$ cat src/rtl/imem_loader.sv
// Framed byte-stream program loader: assembles little-endian words from LEN_LO, LEN_HI,
// 4*N data bytes and CSUM, writes them to instruction memory, and releases cpu_hold on success.
module imem_loader #(
  parameter int unsigned TIMEOUT = 1000000
) (
  input  logic        sys_clk,
  input  logic        sys_rst,
  input  logic        start,
  input  logic [7:0]  rx_data,
  input  logic        rx_valid,
  output logic        rx_ready,
  output logic        imem_we,
  output logic [9:0]  imem_addr_w,
  output logic [31:0] imem_din,
  output logic        cpu_hold,
  output logic        busy,
  output logic        done,
  output logic        err,
  output logic [1:0]  err_code,
  output logic [10:0] words_loaded
);

  typedef enum logic [2:0] {
    S_IDLE, S_HDR0, S_HDR1, S_DATA, S_CSUM, S_DONE, S_ERR
  } state_t;

  state_t      r_state;
  state_t      w_next;
  logic [1:0]  w_code;

  logic [7:0]  r_sum;
  logic [1:0]  r_lane;
  logic [7:0]  r_len_lo;
  logic [10:0] r_len;
  logic [10:0] r_wcnt;
  logic [23:0] r_word;
  logic [31:0] r_idle;

  logic        r_rx_ready;
  logic        r_we;
  logic [9:0]  r_addr;
  logic [31:0] r_din;
  logic        r_hold;
  logic        r_busy;
  logic        r_done;
  logic        r_err;
  logic [1:0]  r_code;
  logic [10:0] r_words;

  logic        w_acc;
  logic [10:0] w_len;
  logic        w_len_ok;
  logic        w_last_data;
  logic [31:0] w_idle_next;
  logic        w_timeout;
  logic        w_start_ok;
  logic        w_next_busy;

  assign w_acc       = rx_valid && r_rx_ready;
  assign w_len       = {rx_data[2:0], r_len_lo};
  assign w_len_ok    = (rx_data[7:3] == 5'd0) && (w_len != 11'd0) && (w_len <= 11'd1024);
  assign w_last_data = (r_lane == 2'd3) && ((r_wcnt + 11'd1) == r_len);
  assign w_idle_next = r_idle + 32'd1;
  assign w_timeout   = (TIMEOUT != 0) && r_busy && !w_acc && (w_idle_next == TIMEOUT);
  assign w_start_ok  = start && ((r_state == S_IDLE) || (r_state == S_DONE) || (r_state == S_ERR));
  assign w_next_busy = (w_next == S_HDR0) || (w_next == S_HDR1) ||
                       (w_next == S_DATA) || (w_next == S_CSUM);

  always_ff @(posedge sys_clk) begin
    if (sys_rst) r_state <= S_IDLE;
    else         r_state <= w_next;
  end

  always_comb begin
    w_next = r_state;
    w_code = r_code;
    if (w_start_ok) begin
      w_next = S_HDR0;
      w_code = 2'b00;
    end else if (w_timeout) begin
      w_next = S_ERR;
      w_code = 2'b11;
    end else if (w_acc) begin
      case (r_state)
        S_HDR0: w_next = S_HDR1;
        S_HDR1: begin
          if (w_len_ok) begin
            w_next = S_DATA;
          end else begin
            w_next = S_ERR;
            w_code = 2'b01;
          end
        end
        S_DATA: if (w_last_data) w_next = S_CSUM;
        S_CSUM: begin
          if (rx_data == r_sum) begin
            w_next = S_DONE;
          end else begin
            w_next = S_ERR;
            w_code = 2'b10;
          end
        end
        default: w_next = r_state;
      endcase
    end
  end

  // Outputs are registered from the next state so they change together with r_state.
  always_ff @(posedge sys_clk) begin
    if (sys_rst) begin
      r_rx_ready <= 1'b0;
      r_we       <= 1'b0;
      r_addr     <= 10'd0;
      r_din      <= 32'd0;
      r_hold     <= 1'b1;
      r_busy     <= 1'b0;
      r_done     <= 1'b0;
      r_err      <= 1'b0;
      r_code     <= 2'b00;
      r_words    <= 11'd0;
      r_sum      <= 8'd0;
      r_lane     <= 2'd0;
      r_wcnt     <= 11'd0;
      r_idle     <= 32'd0;
    end else begin
      r_rx_ready <= w_next_busy;
      r_busy     <= w_next_busy;
      r_hold     <= (w_next != S_DONE);
      r_done     <= (w_next == S_DONE);
      r_err      <= (w_next == S_ERR);
      r_code     <= w_code;
      r_we       <= 1'b0;

      if (r_we) begin
        r_addr  <= r_addr + 10'd1;
        r_words <= r_words + 11'd1;
      end

      if (w_start_ok) begin
        r_sum   <= 8'd0;
        r_lane  <= 2'd0;
        r_wcnt  <= 11'd0;
        r_idle  <= 32'd0;
        r_addr  <= 10'd0;
        r_words <= 11'd0;
      end else if (r_busy) begin
        r_idle <= w_acc ? 32'd0 : w_idle_next;
      end

      if (w_acc) begin
        case (r_state)
          S_HDR0: begin
            r_sum    <= r_sum + rx_data;
            r_len_lo <= rx_data;
          end
          S_HDR1: begin
            r_sum <= r_sum + rx_data;
            r_len <= w_len;
          end
          S_DATA: begin
            r_sum  <= r_sum + rx_data;
            r_lane <= r_lane + 2'd1;
            case (r_lane)
              2'd0: r_word[7:0]   <= rx_data;
              2'd1: r_word[15:8]  <= rx_data;
              2'd2: r_word[23:16] <= rx_data;
              default: begin
                r_we   <= 1'b1;
                r_din  <= {rx_data, r_word};
                r_wcnt <= r_wcnt + 11'd1;
              end
            endcase
          end
          default: r_sum <= r_sum;
        endcase
      end
    end
  end

  assign rx_ready     = r_rx_ready;
  assign imem_we      = r_we;
  assign imem_addr_w  = r_addr;
  assign imem_din     = r_din;
  assign cpu_hold     = r_hold;
  assign busy         = r_busy;
  assign done         = r_done;
  assign err          = r_err;
  assign err_code     = r_code;
  assign words_loaded = r_words;

endmodule

$ cat config.mk
export PLATFORM = sky130hd
export DESIGN_NAME = imem_loader
export DESIGN_NICKNAME = d
export VERILOG_FILES = /design/src/rtl/imem_loader.sv
export SDC_FILE = /design/constraint.sdc
export NUM_CORES = 1
export LEC_CHECK = 0
export ABC_CLOCK_PERIOD_IN_PS = 2910
export CAP_MARGIN = 5
export CORE_UTILIZATION = 52
export CTS_CLUSTER_DIAMETER = 200
export CTS_CLUSTER_SIZE = 20
export DETAILED_ROUTE_END_ITERATION = 10
export PLACE_DENSITY = 0.77
export SLEW_MARGIN = 20
export SYNTH_ARGS = -nofsm -noshare
export SYNTH_HDL_FRONTEND = slang
export SYNTH_SLANG_ARGS = --single-unit
$ cat constraint.sdc
create_clock -name sys_clk -period 2.91 [get_ports sys_clk]
set_input_delay 0.291 -clock sys_clk [delete_from_list [all_inputs] [get_ports sys_clk]]
set_output_delay 0.291 -clock sys_clk [all_outputs]
set_load 0.01 [all_outputs]
==> summary.md, run 1 <==
| Metric | Value |
|---|---|
| Status | finished, final reports clean |
| Dpl cell area | between 8000 and 9000 um^2 |
| Most Used Layer, Global Route | met2 |
| CTS Hold Buffers Added | 0 |
| Post-Synthesis Cell Area | around 7500 um^2 |
| CTS tree | done |
| Clk buf depth | 2 |
| Die Wd | around 120 um |
| Cell type with the largest total area after synthesis | dfxtp_1 |
| First DRT Iteration DRCs | 564 |
| Min Tclk post-route | between 2000 and 3000 ps |
| CP Launch Type | flip-flop |
| Layout Utilization | 0.662 |
| Post-synth EDFFs | between 40 and 50 |
| Relative slew slack | 0.508 |
| Initial antenna violation count | 0 |
| Reg area | approximately 3600 um^2 |
| Synth top area cells | dfxtp_1 31%, edfxtp_1 17%, nand2_1 6.1% |
| Worst-path cell chain | nand2_2, or3_4, or3_1, mux2i_1, nand4_1, or4b_1, buf_4, a21oi_1, nor2_1 |
| Core Footprint | 13900 um^2 |
| Routed Antenna Nets | 0 |
| Die Area | 14900 um^2 |
| Number of synthesized register bits | 159 |
| MaxCap Viol Count | 0 |
| Multi-input logic area | 3670 um^2 |
| Final setup vio count | 0 |
| GR Util met2 | 0.435 |
| Slowest CP cell | or4b_1 |
| Crit path buffers/inverters | 1 |
| Port bufs | 72 |
| Post-Syn Area per Cell | roughly 8.8 um^2 |
| Crit end category | flip-flop |
| Num CTS Buffers | 17 |
| Clock slew at reported path FFs | 70 ps |
| Pwr Total | around 4.7 mW |
| FMAX | about 360 MHz |
| Worst EP required | around 3200 ps |
| Drc violations | 0 |
| Largest net degree at the start of global routing | 50 |
| First-pass GRT wire length | between 20000 and 30000 um |
| Critical Path AT | a little over 3000 ps |
| Final Cell Area | approximately 9000 um^2 |
| Worst slew pin tran | 738 ps |
| Fin nets | between 900 and 1000 |
| Delay-heaviest family, CP | simple AND/OR/NAND/NOR gates |
| Global placer's final weighted congestion | between 0.8 and 0.9 |
| Layout area overhead | 23.4% |
| Drt wl/cell | approximately 16 um |
| Antenna Cells | 0 |
| Worst hold-check path type | in2reg |
| Ys async rst share | 0 |
| P_leak | approximately 3.2 nW |
| Synth warn | 0 |
| Vias | approximately 6500 |
| Syn Nets | 880 |
| Cell variety after synth | 63 |
| Period Utilization, post-route | 0.957 |
| Row count | 43 |
| Main synth FF type | dfxtp_1 |
| Worst VDD drop | 0.468 mV |
| Grt ovf | 0 |
| Final clock skew | 7.21 ps |
| Drt first pass iters | 5 |
| Hpwl dp | 11900 um |
| Root Driver | clkbuf_16 |
| Synth top area share | 0.310 |
| Top Ports | 73 |
| Vias per cell | about 5.8 |
| Met1 Use GR | 0.314 |
| Fin. Hold Viols | 0 |
| Starting Density | 0.537 |
| CTS sink cnt | between 150 and 200 |
| Non-filler cells, final | ~1100 |
| Most common cell in the netlist | nand2_1 |
| Post-synthesis sequential area ratio | 0.483 |
| Met3 Track Usage GR | 0.0571 |
| Cell Count Post-Placement | ~1100 |
| Clock latency on the worst-skew pair | 440 ps |
| Fill cells | ~1100 |
| Synth Instances | 851 |
| Vias in the first global route | ~6000 |
| Layout cells sized above 1 | 0.114 |
| GRT Total Usage | 0.254 |
| Post-synth top cells | 122 x nand2_1, 116 x dfxtp_1, 98 x nor2_1, 89 x a21oi_1, 45 x o21ai_0 |
| CP max stage delay | 570 ps |
| CTS H-tree depth | 4 |
| Postcts setup bufs | 0 |
| Drt total wl | approximately 18000 um |
| CP Max Fanout | 8 |
| P per Cell Area | a little over 500 nW/um^2 |
| Pins Over Slew Limit | 0 |
| Crit Path Class | reg2reg |
| Die Y | approximately 120 um |
-- placed cells by master, fill, tap and decap left out, types with 3 or more instances in the layout --
| cell | n |
|---|---|
| and4_2 | 3 |
| nand2_1 | 120 |
| and4_1 | 9 |
| clkinv_8 | 3 |
| nor4_1 | 12 |
| mux2i_1 | 6 |
| xnor2_1 | 21 |
| a21o_1 | 6 |
| nand2b_1 | 5 |
| or4_1 | 5 |
| xor2_1 | 28 |
| a31oi_1 | 8 |
| and3_1 | 22 |
| a311oi_1 | 3 |
| inv_1 | 10 |
| ha_1 | 16 |
| nor2_1 | 98 |
| nor3_1 | 20 |
| clkbuf_16 | 17 |
| edfxtp_1 | 43 |
| or3_1 | 9 |
| dfxtp_1 | 114 |
| o21ai_0 | 45 |
| a21oi_1 | 89 |
| a22oi_1 | 13 |
| nand3_1 | 17 |
| nand4_1 | 19 |
| clkdlybuf4s50_1 | 71 |
| or2_2 | 4 |
| buf_4 | 45 |
| nand3b_1 | 4 |
| and2_1 | 6 |
| inv_8 | 6 |
-- metal layers --
layer  share of wire  up-vias
met2            0.50      194
met5               0        -
met4           0.017        0
met1            0.43     3107
met3           0.053       27
li1                -     3188
-- through the flow --
stage	worst slack, ps	TNS (ps)	hold WS, ps
4_1_cts	85.6	0	209
6_report	126	0	221
2_1_floorplan	114	0	390
5_1_grt	-31.6	-31.6	236
3_5_place_dp	-37.7	-37.7	433
3_3_place_gp	37.2	0	425
-- where the power goes --
group	switching (mW)	leakage (nW)	internal [mW]	total [mW]
Sequential	0.00757	1.32	2.27	2.28
Combinational	0.137	1.64	0.0740	0.211
Clock	1.05	0.284	1.15	2.21
Total	1.20	3.25	3.50	4.70
-- logic make-up (layout without fill, tap and decap cells) --
group           Yosys count  count (layout)  synth area share
compound gates          181             181             0.138
xor+xnor                 49              49            0.0574
fa+ha+maj                17              17            0.0294
buf+inv                  63             161            0.0331
flops                   159             159             0.483
mux                       8               8            0.0110
simple gates            374             374             0.248
-- state kept, by name, indices dropped and copies added, names as in the netlist --
register,cells
r_word,24
r_idle,32
r_sum,8
r_state,3
r_len,11
imem_we,1
done,1
words_loaded,11
r_wcnt,11
busy,1
err,1
cpu_hold,1
imem_addr_w,10
imem_din,32
r_lane,2
err_code,2
r_len_lo,8
-- layout make-up --
class / instances / share of cell area
Inverter: 10 / 0.00407
Clock buffer: 17 / 0.0461
Multi-Input combinational cell: 629 / 0.397
Tap cell: 180 / 0.0244
Clock inverter: 15 / 0.0180
Sequential cell: 159 / 0.392
Timing Repair Buffer: 119 / 0.118
-- worst paths after layout --
kind,to,slack [ps],depth (start not counted),startpoint
hold / removal,r_state[0]$_SDFF_PP0_,220,2,sys_rst
hold reg to reg,r_len[2]$_DFFE_PP_,450,0,r_len_lo[2]$_DFFE_PP_
setup reg to reg,r_state[0]$_SDFF_PP0_,130,9,r_idle[10]$_SDFFE_PP0P_
setup / recovery,r_state[0]$_SDFF_PP0_,130,9,r_idle[10]$_SDFFE_PP0P_
-- repair_timing --
action,CTS,global route
resized for setup,2,8
setup endpoints to repair,4,5
pin swaps,0,1
Power figures use the tool's default switching activity.
==> run 2: changes to the inputs <==
PLACE_DENSITY = unset   (was 0.77)
PLACE_DENSITY_LB_ADDON = 0.1   (was unset)
==> run 2 against run 1 <==
Compared with the run above: final cell count down 0.35%; largest cell class unchanged; sequential cell count unchanged; setup slack better by 24 ps.
==> summary.md, run 2 (synthesis results as in run 1) <==
| Metric | Value |
|---|---|
| CP Max Fanout | 7 (-1) |
| Worst VDD drop | 0.473 mV (+1.1%) |
| Worst R2R Path Depth | 8 (-1) |
| Starting Density | 0.537 (unchanged) |
| Pins Over Slew Limit | 0 (unchanged) |
| Relative slew slack | 0.526 (+0.0175) |
| Reg2Reg Setup Slack | 150 ps (+20 ps) |
| Clock latency on the worst-skew pair | 420 ps (-20 ps) |
| Drt total wl | 17600 um (-3.1%) |
| Layout area overhead | 22.8% |
| Vias in the first global route | 6108 (-0.65%) |
| Delay-heaviest family, CP | simple AND/OR/NAND/NOR gates |
| Fin Hold WS | 449 ps (+228 ps) |
| CTS sink cnt | 159 (unchanged) |
| Final clock skew | 11.8 ps (+4.59 ps) |
| MaxCap Viol Count | 0 (unchanged) |
| Root Driver | clkbuf_16 |
| Postcts setup bufs | 0 (unchanged) |
| Worst hold stages | 0 (-2) |
| Core Footprint | 13900 um^2 (unchanged) |
| Clk buf depth | 2 (unchanged) |
| Grt ovf | 0 (unchanged) |
| RSZ-0062 raised after global routing | no |
| Top Ports | 73 (unchanged) |
| Antenna Cells | 0 (unchanged) |
| Most common cell after layout, fill and taps aside | nand2_1 |
| Initial antenna violation count | 0 (unchanged) |
| Crit Path Class | reg2reg |
| Row count | 43 (unchanged) |
| Die Wd | 122 um (unchanged) |
| CP Launch Type | flip-flop |
| Fill cells | 1118 (-2.5%) |
| Worst hold-check path type | reg2reg |
| Clock slew at reported path FFs | 60 ps (about the same) |
| Setup WS post-layout | 149 ps (+23.7 ps) |
| Fin nets | 961 (-0.41%) |
| Drt wl/cell | 15.6 um (-2.8%) |
| HP Start | r_len_lo[2]$_DFFE_PP_ |
| Status | finished, final reports clean |
| CTS Hold Buffers Added | 0 (unchanged) |
| Vias per cell | 5.75 (-0.35%) |
| Crit path buffers/inverters | 0 (-1) |
| R2R Path End | done$_SDFF_PP0_ |
| Slowest CP cell | or4b_4 |
| Period Utilization, post-route | 0.949 (-0.00814) |
| Routed Antenna Nets | 0 (unchanged) |
| Most frequent cells in the layout | 122 x nand2_1, 114 x dfxtp_1, 98 x nor2_1 |
| CP max stage delay | 560 ps (about the same) |
| Worst slew pin tran | 709 ps (-28.8 ps) |
| Global placer's final weighted congestion | 0.913 (+2.3%) |
| Layout cells sized above 1 | 0.104 (-0.0101) |
| Pre-CTS setup slack | -133 ps (-95.0 ps) |
| Worst-path cell chain | nand4_4, or3_4, or3_1, mux2i_1, nand4_1, or4b_4, and2_4, and4_1 |
| Die Y | 122 um (unchanged) |
| Die Area | 14900 um^2 (unchanged) |
| Worst EP required | 3220 ps (about the same) |
| Hpwl dp | 12100 um (+1.7%) |
| GRT Total Usage | 0.248 (-0.00556) |
| Largest net degree at the start of global routing | 59 (+18%) |
| Min Tclk post-route | 2760 ps (-23.7 ps) |
| Num CTS Buffers | 17 (unchanged) |
| P per Cell Area | 523 nW/um^2 (+2.7%) |
| CTS H-tree depth | 4 (unchanged) |
| FMAX | 362 MHz (+0.86%) |
| Crit end category | flip-flop |
| Worst r2r src | r_idle[6]$_SDFFE_PP0P_ |
| Layout Utilization | 0.659 (-0.00314) |
| Drt first pass iters | 6 (+1) |
| First DRT Iteration DRCs | 406 (-28%) |
| CTS tree | done |
| Port bufs | 72 (unchanged) |
| First-pass GRT wire length | 29100 um (-0.83%) |
| Vias | 6470 (-0.71%) |
| Setup TNS | 0 ps (unchanged) |
| WHS Endpoint | r_len[2]$_DFFE_PP_ |
| P_leak | 3.21 nW (-1.1%) |
| Drc violations | 0 (unchanged) |
| Final setup vio count | 0 (unchanged) |
| Critical Path Source | r_idle[6]$_SDFFE_PP0P_ |
| Fin. Hold Viols | 0 (unchanged) |
| Critical Path AT | 3070 ps (-30 ps) |
[run 2: changes by cell type in the layout (fill, tap and decap cells not counted), moves of 2 or more]
cell       change
bufinv_16      +4
nand2_2        -2
clkinv_8       -3
clkbuf_1       +4
clkinv_2       +2
buf_4          -3
nand2_1        +2
inv_6          -2
inv_8          -6
[run 2: how the worst max path moves through the flow]
stage | end | slack (ps) | cells after the start
3_3_place_gp | done$_SDFF_PP0_ | -120 | 9
5_1_grt | err_code[1]$_SDFFE_PP0P_ | 8 | 8
4_1_cts | done$_SDFF_PP0_ | 30 | 9
6_report | done$_SDFF_PP0_ | 150 | 8
3_5_place_dp | done$_SDFF_PP0_ | -130 | 9
2_1_floorplan | done$_SDFF_PP0_ | 110 | 10
[run 2: cell type report]
type                       instances  area (um^2)  share of cell area
clock buffer                      22          454              0.0494
clock inverter                    10          163              0.0177
inverter                          10         37.5             0.00409
multi-input combinational        629         3640               0.396
sequential                       159         3620               0.394
tap                              180          225              0.0245
timing repair buffer             115         1050               0.114
[run 2: through the flow]
step,area [um^2],cells,total power [mW]
final,9190,1125,4.80
after global routing,9190,1125,4.94
after CTS,9170,1125,4.83
after detailed placement,8560,1093,2.53
after global placement,8560,1093,2.53
after floorplan,7480,851,2.44
[run 2: per-layer routing]
| metal | vias to the layer above | wire length [um] | global-route usage |
|---|---|---|---|
| li1 | 3179 | - | - |
| met1 | 3108 | 7690 | 0.300 |
| met2 | 159 | 8870 | 0.434 |
| met3 | 24 | 699 | 0.0482 |
| met4 | 0 | 312 | 0.0918 |
| met5 | - | 0 | 0 |
[run 2: worst register-to-register path, stage by stage, from the launching register on]
cell,delay [ps]
dfxtp_1,470
nand4_4,190
or3_4,410
or3_1,380
mux2i_1,180
nand4_1,130
or4b_4,560
and2_4,190
and4_1,160
[run 2: repair_timing]
action | 4_1_cts | 5_1_grt
endpoints found under the setup margin | 2 | 9
gates cloned | 0 | 0
resized for setup | 1 | 6
[run 2: power breakdown]
group          switching [mW]  total (mW)  internal [mW]
Combinational           0.132       0.202         0.0696
Clock                   0.860        2.32           1.46
Sequential            0.00722        2.28           2.27
Total                    1.00        4.80           3.80
==> run 3: changes to the inputs <==
--- a/config.mk
+++ b/config.mk
@@ -9,2 +9,3 @@
 export CAP_MARGIN = 5
+export CORE_ASPECT_RATIO = 2
 export CORE_UTILIZATION = 52
==> constraint.sdc (replaced) <==
create_clock -name sys_clk -period 2.91 [get_ports sys_clk]
set_input_delay 0.582 -clock sys_clk [delete_from_list [all_inputs] [get_ports sys_clk]]
set_output_delay 0.582 -clock sys_clk [all_outputs]
set_load 0.01 [all_outputs]
==> run 3 against run 2 <==
Compared with the run above: worst hold slack gained 5.4 ps; final cell count grew 2.8%; clock power shrank 6%; sequential power is essentially flat; combinational power grew 4%; core utilization grew 1.3 points; design area grew 2.2%; non-clock buffer count grew 23; critical endpoint unchanged; critical path type unchanged; setup slack lost 67 ps; global-route usage grew 2.4 points.
==> summary.md, run 3 (synthesis results as in run 1) <==
| Metric | Value |
|---|---|
| Status | finished, final reports clean |
| Critical Path AT | 3140 ps (+70 ps) |
| Routed Antenna Nets | 0 (unchanged) |
| Non-filler cells, final | 1157 (+2.8%) |
| Reg2Reg Setup Slack | 80 ps (-70 ps) |
| Period Utilization, post-route | 0.972 (+0.0231) |
| Crit Path Class | reg2reg |
| Final setup vio count | 0 (unchanged) |
| Vias in the first global route | 6642 (+8.7%) |
| Most Used Layer, Global Route | met2 |
| CP Max Fanout | 4 (-3) |
| Crit end category | flip-flop |
| Min Tclk post-route | 2830 ps (+67.1 ps) |
| Hpwl dp | 13900 um (+15%) |
| First-pass GRT wire length | 31300 um (+7.7%) |
| Vias per cell | 5.76 (+0.19%) |
| Layout cells sized above 1 | 0.134 (+0.0306) |
| First DRT Iteration DRCs | 364 (-10%) |
| Dpl cell area | 8750 um^2 (+2.3%) |
| CTS sink cnt | 159 (unchanged) |
| Grt ovf | 0 (unchanged) |
| Global placer's final weighted congestion | 0.918 (+0.53%) |
| Most common cell after layout, fill and taps aside | nand2_1 |
| CTS tree | done |
| Drt total wl | 19400 um (+10%) |
| Setup TNS | 0 ps (unchanged) |
| Fin Hold WS | 454 ps (+5.43 ps) |
| Vias | 6667 (+3.0%) |
| CTS H-tree depth | 4 (unchanged) |
| Antenna Cells | 0 (unchanged) |
| Worst EP required | 3220 ps (about the same) |
| Core Footprint | 14000 um^2 (+0.23%) |
| MaxCap Viol Count | 0 (unchanged) |
| Port bufs | 72 (unchanged) |
| Die Wd | 86.8 um (-29%) |
| Final Cell Area | 9390 um^2 (+2.2%) |
| Top Ports | 73 (unchanged) |
| Worst hold stages | 2 (+2) |
| P_leak | 3.32 nW (+3.4%) |
| Clock latency on the worst-skew pair | 420 ps (about the same) |
| Worst hold-check path type | reg2reg |
| Final clock skew | 13.5 ps (+1.73 ps) |
| Layout area overhead | 25.5% |
| Drt wl/cell | 16.8 um (+7.4%) |
| Met1 Use GR | 0.258 (-0.0426) |
| Row count | 61 (+42%) |
| Largest net degree at the start of global routing | 60 (+1.7%) |
| Most frequent cells in the layout | 121 x nand2_1, 114 x dfxtp_1, 98 x nor2_1 |
| Fin nets | 984 (+2.4%) |
| Worst-path cell chain | ha_2, and4_4, nor4b_2, buf_4, and4_1, buf_4, or3_1, a22oi_1, or4b_4, and2_4, and4_1 |
| P per Cell Area | 498 nW/um^2 (-4.8%) |
| Cell Count Post-Placement | 1125 (+2.9%) |
| FMAX | 354 MHz (-2.4%) |
| Fin. Hold Viols | 0 (unchanged) |
| Starting Density | 0.536 (-0.00125) |
| Drt first pass iters | 5 (-1) |
| Postcts setup bufs | 0 (unchanged) |
| R2R Path End | done$_SDFF_PP0_ |
| Pins Over Slew Limit | 0 (unchanged) |
| Clock slew at reported path FFs | 70 ps (about the same) |
| Met3 Track Usage GR | 0.0533 (+0.00504) |
| Worst r2r src | r_idle[0]$_SDFFE_PP0P_ |
| Drc violations | 0 (unchanged) |
| GR Util met2 | 0.511 (+0.0772) |
| Initial antenna violation count | 0 (unchanged) |
| Worst slew pin tran | 687 ps (-21.7 ps) |
| CP max stage delay | 500 ps (-60 ps) |
| Die Y | 172 um (+41%) |
| Clk buf depth | 2 (unchanged) |
| Fill cells | 1154 (+3.2%) |
| Worst VDD drop | 0.508 mV (+7.4%) |
| Root Driver | clkbuf_16 |
| CP Launch Type | flip-flop |
| Worst R2R Path Depth | 11 (+3) |
| Num CTS Buffers | 17 (unchanged) |
| WHS Endpoint | imem_din[11]$_SDFFE_PP0P_ |
| Slowest CP cell | or4b_4 |
| GRT Total Usage | 0.272 (+0.0236) |
| Die Area | 14900 um^2 (+0.19%) |
| HP Start | imem_din[11]$_SDFFE_PP0P_ |
| Relative slew slack | 0.542 (+0.0162) |
run 3: worst max-delay path: cells and delay by family (launching register included):
family | cells | cell delay, ps
and+or+nand+nor | 7 | 1720
adders and majority gates | 1 | 190
DFF | 1 | 320
AOI/OAI and AO/OA | 1 | 200
buffers and inverters | 2 | 290
run 3: power breakdown:
| group | internal [mW] | total (mW) | switching [mW] |
|---|---|---|---|
| Sequential | 2.27 | 2.28 | 0.00805 |
| Clock | 1.15 | 2.18 | 1.03 |
| Combinational | 0.0733 | 0.211 | 0.138 |
run 3: final cells by class:
cell class                      count  area (um^2)  share of cell area
Clock buffer                       17          425              0.0453
Clock inverter                     15          166              0.0177
Inverter                           10         37.5             0.00400
Multi-Input combinational cell    629         3670               0.391
Sequential cell                   159         3620               0.385
Tap cell                          189          236              0.0252
Timing Repair Buffer              138         1240               0.132
run 3: worst max-delay path by stage:
stage	slack, ps	endpoint	cells past startpoint	startpoint
2_1_floorplan	110	done$_SDFF_PP0_	10	r_idle[0]$_SDFFE_PP0P_
4_1_cts	40	busy$_SDFF_PP0_	10	r_idle[1]$_SDFFE_PP0P_
5_1_grt	-10	done$_SDFF_PP0_	9	r_idle[1]$_SDFFE_PP0P_
6_report	80	done$_SDFF_PP0_	11	r_idle[0]$_SDFFE_PP0P_
3_3_place_gp	-290	err$_SDFF_PP0_	10	rx_data[1]
3_5_place_dp	-310	err$_SDFF_PP0_	10	rx_data[1]
run 3: what timing repair did:
action | 4_1_cts | 5_1_grt
setup endpoints to repair | 1 | 6
cloned | 0 | 0
pin swaps | 0 | 2
hold buffers | 0 | 0
gates resized for setup | 4 | 12
run 3: through the flow:
stage | util | setup slack [ps] | total power [mW]
global placement | 0.627 | -286 | 2.53
floorplan | - | 114 | 2.44
CTS | 0.670 | 35.8 | 4.72
finish | 0.672 | 82.3 | 4.67
detailed placement | 0.627 | -307 | 2.54
global route | 0.672 | -13.4 | 4.83
run 3: metal layers:
metal	part of all wire	routed length, um
met5	0	0
met4	0.058	1130
met3	0.036	698
met2	0.55	10800
met1	0.35	6810
